[src/rtl/gemm_tile_sequencer.sv]
// Splits one GEMM job (M x K x N) into W x W tile commands for the TPU control unit.
// Optional stall counter output is enabled by defining TILE_SEQ_PERF_EN.
module gemm_tile_sequencer #(
  parameter int unsigned ADDR_WIDTH           = 10,
  parameter int unsigned SYSTOLIC_ARRAY_WIDTH = 16,
  parameter int unsigned OUTST_MAX            = 8
) (
  input  logic                  clk,
  input  logic                  rst,
  input  logic                  job_valid,
  output logic                  job_ready,
  input  logic [7:0]            job_m,
  input  logic [7:0]            job_k,
  input  logic [7:0]            job_n,
  input  logic [ADDR_WIDTH-1:0] job_addr_a,
  input  logic [ADDR_WIDTH-1:0] job_addr_b,
  input  logic [ADDR_WIDTH-1:0] job_addr_c,
  input  logic [ADDR_WIDTH-1:0] job_addr_d,
  output logic                  cmd_valid,
  output logic [63:0]           cmd_data,
  input  logic                  cmd_ready,
  input  logic                  tile_done,
  output logic                  busy,
  output logic                  job_done,
  output logic                  job_err
`ifdef TILE_SEQ_PERF_EN
  ,
  output logic [31:0]           stall_cycles
`endif
);

  // W is assumed to be a power of two so tile rounding is a mask.
  localparam int unsigned W  = SYSTOLIC_ARRAY_WIDTH;
  localparam int unsigned OW = $clog2(OUTST_MAX + 1);
  localparam logic [8:0]            WL = 9'(W);
  localparam logic [7:0]            W8 = 8'(W);
  localparam logic [ADDR_WIDTH-1:0] WA = ADDR_WIDTH'(W);
  localparam logic [8:0]            WM = 9'(W - 1);

  localparam logic [2:0] StIdle    = 3'd0;
  localparam logic [2:0] StIssue   = 3'd1;
  localparam logic [2:0] StWaitDep = 3'd2;
  localparam logic [2:0] StDrain   = 3'd3;
  localparam logic [2:0] StDone    = 3'd4;

  logic [2:0]            state_q, state_d;
  logic                  err_q, err_d;
  logic [7:0]            rem_m_q, rem_m_d, rem_n_q, rem_n_d, rem_k_q, rem_k_d;
  logic [7:0]            k_q, k_d, n_q, n_d;
  logic                  kt_nz_q, kt_nz_d;
  logic [ADDR_WIDTH-1:0] addr_a_q, addr_a_d, a_row_q, a_row_d;
  logic [ADDR_WIDTH-1:0] addr_b_q, addr_b_d, b_col_q, b_col_d, b_base_q, b_base_d;
  logic [ADDR_WIDTH-1:0] stride_b_q, stride_b_d;
  logic [ADDR_WIDTH-1:0] addr_d_q, addr_d_d, c_run_q, c_run_d;
  logic [OW-1:0]         outst_q, outst_d;

  logic                  hs, dec;
  logic                  last_m, last_n, last_k;
  logic [7:0]            len_m, len_n, len_k;
  logic [ADDR_WIDTH-1:0] addr_c;
  logic [8:0]            n_up;

  assign job_ready = (state_q == StIdle);
  assign busy      = (state_q != StIdle);
  assign job_done  = (state_q == StDone);
  assign job_err   = (state_q == StDone) && err_q;
  assign cmd_valid = (state_q == StIssue) && (outst_q != OW'(OUTST_MAX));
  assign hs        = cmd_valid && cmd_ready;
  assign dec       = tile_done && (outst_q != '0);

  // Remaining extent per dimension; the current tile is the last one once it fits in W.
  assign last_m = ({1'b0, rem_m_q} <= WL);
  assign last_n = ({1'b0, rem_n_q} <= WL);
  assign last_k = ({1'b0, rem_k_q} <= WL);
  assign len_m  = last_m ? rem_m_q : W8;
  assign len_n  = last_n ? rem_n_q : W8;
  assign len_k  = last_k ? rem_k_q : W8;
  // K-continuation tiles accumulate onto the partial already in the output buffer.
  assign addr_c = kt_nz_q ? addr_d_q : c_run_q;

  assign cmd_data = {addr_d_q, addr_c, addr_b_q, addr_a_q, len_n, len_k, len_m};

  // Row stride of B between K tiles is NT*W, i.e. N rounded up to a multiple of W.
  assign n_up = ({1'b0, job_n} + WM) & ~WM;

  always_comb begin
    outst_d = outst_q;
    if (hs && !dec) begin
      outst_d = outst_q + OW'(1);
    end else if (!hs && dec) begin
      outst_d = outst_q - OW'(1);
    end
  end

  always_comb begin
    state_d    = state_q;
    err_d      = err_q;
    rem_m_d    = rem_m_q;
    rem_n_d    = rem_n_q;
    rem_k_d    = rem_k_q;
    k_d        = k_q;
    n_d        = n_q;
    kt_nz_d    = kt_nz_q;
    addr_a_d   = addr_a_q;
    a_row_d    = a_row_q;
    addr_b_d   = addr_b_q;
    b_col_d    = b_col_q;
    b_base_d   = b_base_q;
    stride_b_d = stride_b_q;
    addr_d_d   = addr_d_q;
    c_run_d    = c_run_q;
    case (state_q)
      StIdle: begin
        if (job_valid) begin
          rem_m_d    = job_m;
          rem_n_d    = job_n;
          rem_k_d    = job_k;
          k_d        = job_k;
          n_d        = job_n;
          kt_nz_d    = 1'b0;
          addr_a_d   = job_addr_a;
          a_row_d    = job_addr_a;
          addr_b_d   = job_addr_b;
          b_col_d    = job_addr_b;
          b_base_d   = job_addr_b;
          stride_b_d = ADDR_WIDTH'(n_up);
          addr_d_d   = job_addr_d;
          c_run_d    = job_addr_c;
          // A degenerate job passes through DRAIN (nothing outstanding) so DONE lands 2 cycles on.
          if (job_m == '0 || job_k == '0 || job_n == '0) begin
            err_d   = 1'b1;
            state_d = StDrain;
          end else begin
            err_d   = 1'b0;
            state_d = StIssue;
          end
        end
      end
      StIssue: begin
        if (hs) begin
          if (!last_k) begin
            rem_k_d  = rem_k_q - W8;
            kt_nz_d  = 1'b1;
            addr_a_d = addr_a_q + WA;
            addr_b_d = addr_b_q + stride_b_q;
            state_d  = StWaitDep;
          end else if (!last_n) begin
            rem_k_d  = k_q;
            rem_n_d  = rem_n_q - W8;
            kt_nz_d  = 1'b0;
            addr_a_d = a_row_q;
            b_col_d  = b_col_q + WA;
            addr_b_d = b_col_q + WA;
            addr_d_d = addr_d_q + WA;
            c_run_d  = c_run_q + WA;
          end else if (!last_m) begin
            rem_k_d  = k_q;
            rem_n_d  = n_q;
            rem_m_d  = rem_m_q - W8;
            kt_nz_d  = 1'b0;
            a_row_d  = addr_a_q + WA;
            addr_a_d = addr_a_q + WA;
            b_col_d  = b_base_q;
            addr_b_d = b_base_q;
            addr_d_d = addr_d_q + WA;
            c_run_d  = c_run_q + WA;
          end else begin
            state_d = StDrain;
          end
        end
      end
      StWaitDep: begin
        if (outst_d == '0) state_d = StIssue;
      end
      StDrain: begin
        if (outst_d == '0) state_d = StDone;
      end
      StDone: begin
        state_d = StIdle;
      end
      default: state_d = StIdle;
    endcase
  end

  always_ff @(posedge clk) begin
    if (rst) begin
      state_q    <= StIdle;
      err_q      <= 1'b0;
      rem_m_q    <= '0;
      rem_n_q    <= '0;
      rem_k_q    <= '0;
      k_q        <= '0;
      n_q        <= '0;
      kt_nz_q    <= 1'b0;
      addr_a_q   <= '0;
      a_row_q    <= '0;
      addr_b_q   <= '0;
      b_col_q    <= '0;
      b_base_q   <= '0;
      stride_b_q <= '0;
      addr_d_q   <= '0;
      c_run_q    <= '0;
      outst_q    <= '0;
    end else begin
      state_q    <= state_d;
      err_q      <= err_d;
      rem_m_q    <= rem_m_d;
      rem_n_q    <= rem_n_d;
      rem_k_q    <= rem_k_d;
      k_q        <= k_d;
      n_q        <= n_d;
      kt_nz_q    <= kt_nz_d;
      addr_a_q   <= addr_a_d;
      a_row_q    <= a_row_d;
      addr_b_q   <= addr_b_d;
      b_col_q    <= b_col_d;
      b_base_q   <= b_base_d;
      stride_b_q <= stride_b_d;
      addr_d_q   <= addr_d_d;
      c_run_q    <= c_run_d;
      outst_q    <= outst_d;
    end
  end

`ifdef TILE_SEQ_PERF_EN
  logic [31:0] stall_q;
  logic        stall_cyc;

  assign stall_cyc = (state_q == StWaitDep) || (state_q == StDrain) ||
                     ((state_q == StIssue) && !hs);

  always_ff @(posedge clk) begin
    if (rst) begin
      stall_q <= '0;
    end else if (state_q == StIdle && job_valid) begin
      stall_q <= '0;
    end else if (stall_cyc && stall_q != 32'hFFFF_FFFF) begin
      stall_q <= stall_q + 32'd1;
    end
  end

  assign stall_cycles = stall_q;
`endif

endmodule

[config.mk]
export PLATFORM = sky130hd
export DESIGN_NAME = gemm_tile_sequencer
export DESIGN_NICKNAME = d
export VERILOG_FILES = /design/src/rtl/gemm_tile_sequencer.sv
export SDC_FILE = /design/constraint.sdc
export NUM_CORES = 1
export LEC_CHECK = 0
export CORE_MARGIN = 1.5
export CORE_UTILIZATION = 53
export CTS_BUF_LIST = sky130_fd_sc_hd__clkbuf_2 sky130_fd_sc_hd__clkbuf_4 sky130_fd_sc_hd__clkbuf_8
export DETAILED_ROUTE_END_ITERATION = 12
export GPL_TIMING_DRIVEN = 0
export HOLD_SLACK_MARGIN = 0.15
export PLACE_DENSITY = 0.82
export SYNTH_ARGS = -nofsm -noshare
export SYNTH_HDL_FRONTEND = slang
export SYNTH_SLANG_ARGS = --single-unit
[constraint.sdc]
create_clock -name clk -period 2.8 [get_ports clk]
set_input_delay 0.28 -clock clk [delete_from_list [all_inputs] [get_ports clk]]
set_output_delay 0.28 -clock clk [all_outputs]
set_load 0.05 [all_outputs]
# Yosys cells after proc, flatten, opt, wreduce, memory -nomap -nowiden
# Index checks and enable logic that the tools add are counted.
[word_totals]
register_bits = 124
inputBits = 69
out_inout_bits = 69
wordCells = 141
[classes]
addsub = 11
n_lt_le_gt_ge = 3
n_eq_ne = 16
mux = 71
reduce_logical = 23
[ops]
columns = ["operator", "count"]
rows = [
  ["2-to-1 mux 10 bit", 26],
  ["2-to-1 mux 8 bit", 18],
  ["one-hot mux 10 bit (2 select lines)", 6],
  ["one-hot mux 8 bit (2 select lines)", 3],
  ["adder 10 x 5 -> 10 bit (second input constant)", 4],
  ["<= comparator 8 x 5 -> 1 bit (second input constant)", 3],
  ["zero test 8 bit", 3],
  ["subtractor 8 x 5 -> 8 bit (second input constant)", 3],
  ["2-to-1 mux 3 bit", 7],
  ["inequality test 2 bit (second input constant)", 7],
  ["one-hot mux 3 bit (4 select lines)", 1],
  ["AND reduction 6 bit", 2],
  ["adder 10 x 9 -> 10 bit", 1],
  ["adder 8 x 4 -> 9 bit (second input constant)", 1],
  ["inequality test 3 bit (second input constant)", 3],
  ["2-to-1 mux 4 bit", 2],
  ["inequality test 4 bit (second input constant)", 2],
  ["== test 3 x 2 -> 1 bit (second input constant)", 2],
  ["logical AND 1 bit", 6],
  ["2-to-1 mux 1 bit", 6],
  ["AND reduction 5 bit", 1],
  ["adder 4 x 1 -> 4 bit (second input constant)", 1],
  ["zero test 4 bit", 1],
  ["AND reduction 4 bit", 1],
  ["12 further kinds", 14],
]

# Longest topological paths before layout
[logic_depth]
depth_word = 10
ltp_mapped = 11

# Least setup slack after synthesis
# No wires, ideal clock.
[synth_timing]
path_type = "flip-flop to flip-flop"
from = "register state_q[0]"
to = "register rem_m_q[4]"
arrival_time_ps = 2247
t_required_ps = 2705
setup_slack_ps = 458
stages_incl_launch_ff = 9
cell_sequence = "dfxtp_1 -> buf_2 -> or3_1 -> inv_1 -> a21oi_1 -> nor3_1 -> buf_4 -> o21ai_1 -> a221oi_1"
[synth_rtl]
columns = ["item", "line_no", "source"]
rows = [
  ["start, declared", "46", "logic [2:0] state_q, state_d;"],
  ["start signal, assigned", "187", "state_q <= StIdle;"],
  ["start signal, assigned", "205", "state_q <= state_d;"],
  ["zero test 3 bit *", "-", ""],
  ["net job_ready", "11", "output logic job_ready,"],
  ["inequality test 2 bit (no source line) / nonzero test 2 bit (equally long branches)", "-", ""],
  ["AND reduction 6 bit (no source line)", "-", ""],
  ["end signal, assigned", "207", "rem_m_q <= rem_m_d;"],
  ["end, declared", "48", "logic [7:0] rem_m_q, rem_m_d, rem_n_q, rem_n_d, rem_k_q, rem_k_d;"],
]
# The timed path passes the listed nets; every way through them passes the cells marked *.
# A chain may end at the register's enable or synchronous reset.

# Final worst setup path
[layout_timing]
from = "register rem_n_q[4]"
to = "output cmd_data[21]"
[layout_via]
elab_chain_len = 2
[layout_rtl]
columns = ["item", "line_no", "source"]
rows = [
  ["start, declared", "48", ""],
  ["start signal, assigned", "208", "rem_n_q <= rem_n_d;"],
  ["<= comparator 8 x 5 -> 1 bit", "73", "assign last_n = ({1'b0, rem_n_q} <= WL);"],
  ["2-to-1 mux 8 bit", "76", "assign len_n = last_n ? rem_n_q : W8;"],
  ["end, declared", "20", "output logic [63:0] cmd_data,"],
]
# No other way between the ends.

==> flow_summary.json <==
{
  "fmax_mhz": 369,
  "routed-wl-met2_um": 9870,
  "viasPerCell": 5.92,
  "yosysSeqAreaShare_pct": 37.4,
  "grt_pass1_vias": 6263,
  "r2r_end": "rem_m_q[4]",
  "tritoncts": "built",
  "worst_slew_pin_slew_ns": 0.800,
  "maxUsedRoutingLayer": "met4",
  "insertedDiodeCount": 0,
  "drive_gt1_share_pct": 9.68,
  "fin_crit_ns": 2.71,
  "critical_path_required_ns": 2.52,
  "power_density_nw_per_um2": 1440,
  "antenna_found_initial": 0,
  "dr_wl_met3_um": 2350,
  "synth_seq_cells": 124,
  "yosys_warnings": 0,
  "cts_buffers": 17,
  "synth_cell_types": 69,
  "path_class": "register to output pin",
  "fin_nets": 1100,
  "synthTopCellsByArea": "dfxtp_1, nand2_1, a21oi_1",
  "die_x_um": 115,
  "grt_overflow": 0,
  "wl_met1_um": 8930,
  "syn_avg_cell_area_um2": 7.74,
  "ant_nets": 0,
  "yosysTopAreaCell": "dfxtp_1",
  "reg2reg_slack_ns": 0.14,
  "rsz0062_at_grt": "false",
  "grt_usage_pct": 32.7,
  "setup_viol_count_final": 0,
  "p_leak_nw": 3.36,
  "async_flop_share_pct": 0,
  "die_h_um": 115,
  "place_ws_ns": -0.0270,
  "n_fill_cell": 988,
  "first_pass_iters": 5,
  "coreArea_um2": 12100,
  "globalplace.congestion": 0.936,
  "crit_end": "cmd_data[21]",
  "wl_um": 21700,
  "outcome": "completed",
  "clk_pin_slew_ns": 0.07,
  "initial_core_util_pct": 54.8,
  "io_pins": 138,
  "crit_start": "rem_n_q[4]",
  "synth_ff_type": "dfxtp_1",
  "cp-start-kind": "register",
  "grt_max_degree": 17,
  "dp.cells": 1162,
  "drv_cap": 0,
  "skew_ns": 0.0114,
  "dieArea_um2": 13200,
  "wl_per_cell_um": 18.2,
  "syn_area_um2": 6640,
  "drc": 0,
  "hold_viol": 0,
  "vias": 7047,
  "clockRootBuffer": "clkbuf_8",
  "synthCells": 858,
  "clock_sinks": 124,
  "htreeDepth": 4,
  "clk_latency_ns": 0.44,
  "slew_viol_final": 0,
  "cp-end-kind": "output pin",
  "cp.arrival_ns": 2.43,
  "r2r_start": "state_q[1]",
  "worstRegToRegCells": 6,
  "post-route-period-util_pct": 96.8,
  "critPathMaxFanout": 10,
  "io_buffer_count": 131,
  "drtIter0Drc": 874,
  "netlist.area_leader.share_pct": 37.4,
  "synth-edff-count": 0,
  "worst_slack_ns": 0.0888,
  "grt_pass1_wl_um": 33000,
  "cts_buffer_depth": 2,
  "hpwl_um": 15800,
  "hold_class": "input port to register",
  "ir_worst_vdd_uv": 674,
  "relSlewSlack_pct": 46.2,
  "area_growth_syn_to_layout_pct": 29.3,
  "rows": 40,
  "final_cell_count_no_fill": 1191
}
metal layers:
metal | vias to the layer above | global-route usage [%]
met1 | 3265 | 44.1
met5 | - | 0
met3 | 52 | 7.70
met4 | 0 | 12.8
li1 | 3304 | -
met2 | 426 | 50.8
stage by stage:
| stage | setup TNS, ns | total power [mW] | cell area [um2] | utilization, % | hold WS, ns |
|---|---|---|---|---|---|
| 3_5_place_dp | -0.0270 | 10.6 | 8180 | 67.6 | 0.447 |
| 6_report | 0 | 12.3 | 8590 | 70.9 | 0.382 |
| 3_3_place_gp | -0.0439 | 10.5 | 8180 | 67.6 | 0.438 |
| 5_1_grt | 0 | 12.9 | 8590 | 70.9 | 0.381 |
| 4_1_cts | 0 | 12.1 | 8570 | 70.7 | 0.375 |
| 2_1_floorplan | 0 | 8.26 | 6660 | - | 0.416 |
kinds of logic (layout without fill, tap and decap cells):
family                   count (synthesis)  in the layout  synth area share (%)
AO/OA/AOI/OAI                          214            214                  21.5
XOR/XNOR                                20             20                  2.64
adder cells (fa/ha/maj)                 18             18                  3.50
buffers and inverters                   81            241                  5.82
flip-flops                             124            124                  37.4
multiplexers                            20             20                  3.22
other                                    1              6                0.0565
AND/OR/NAND/NOR                        380            380                  25.9
state kept, by name, indices dropped and copies added (netlist names), 5 cells and up:
| signal | count |
|---|---|
| a_row_q | 10 |
| rem_k_q | 8 |
| addr_d_q | 10 |
| b_base_q | 10 |
| stride_b_q | 5 |
| rem_n_q | 8 |
| c_run_q | 10 |
| n_q | 8 |
| addr_a_q | 10 |
| k_q | 8 |
| rem_m_q | 8 |
| addr_b_q | 10 |
| b_col_q | 10 |
power breakdown:
group / internal, mW / switching [mW] / total (mW) / leakage (nW)
sequential: 2.39 / 0.585 / 2.97 / 1.02
clock: 0.867 / 0.680 / 1.55 / 0.200
combinational: 2.62 / 5.18 / 7.81 / 2.14
timing repair:
action / CTS / global route
endpoints found under the setup margin: 8 / 19
gates resized for setup: 14 / 12
pin swaps: 0 / 1
setup buffers: 0 / 2
hold buffers: 0 / 0
cloned: 0 / 0
placed cells by master, fill, tap and decap left out, types with 11 or more instances in the layout:
master,instances
nand2_1,201
nor2_1,84
o21ai_1,12
xnor2_1,14
buf_4,13
buf_2,12
inv_1,18
nand3_1,16
nor3_1,14
clkbuf_1,29
and3_1,16
o21ai_0,18
a311oi_1,24
a211oi_1,18
mux2_2,11
clkdlybuf4s50_1,121
dfxtp_1,124
ha_1,16
clkbuf_8,22
a21oi_1,84
worst max-delay path, stage by stage (launching register included):
cell	delay, ns
dfxtp_1	0.45
ha_1	0.22
nor4b_4	0.27
a22oi_4	0.10
buf_6	0.19
buf_4	0.18
nor2_1	0.18
clkdlybuf4s15_2	0.40
worst min path at each step:
stage	startpoint	to	depth (start not counted)
5_1_grt	job_addr_c[3]	c_run_q[3]	3
3_3_place_gp	a_row_q[9]	a_row_q[9]	2
3_5_place_dp	addr_b_q[1]	addr_b_q[1]	2
6_report	job_addr_d[3]	addr_d_q[3]	3
4_1_cts	job_addr_d[2]	addr_d_q[2]	3
2_1_floorplan	job_addr_c[0]	c_run_q[0]	2
cell usage after synthesis, types with 3 or more instances:
master,count
inv_1,18
nand4_1,4
and3_1,16
buf_1,3
mux2_2,11
xnor2_1,14
xor2_1,6
or3_1,5
a311o_1,4
a31oi_1,7
nor3_1,14
a21oi_2,4
nor2_1,84
o21ai_1,12
o21ai_0,18
dfxtp_1,124
a221oi_1,6
nand3_1,16
ha_1,17
a21o_1,3
and2_1,9
o211ai_1,6
buf_4,12
a311oi_1,24
nand2_1,201
a211o_1,4
buf_2,12
clkbuf_1,33
a21oi_1,84
mux2i_1,9
buf_6,3
nand3b_1,4
nor4_1,6
a22oi_1,3
nor2_2,3
a211oi_1,19
area by class of cell:
type,count,area [um2],area share (%)
inverter,18,67.6,0.786
buffer,61,318,3.70
sequential,124,2480,28.9
tap,168,210,2.45
clock inverter,1,30.0,0.350
multi-input combinational,658,3810,44.3
clock buffer,28,348,4.05
timing repair buffer,133,1330,15.4
Power figures use the tool's default switching activity.
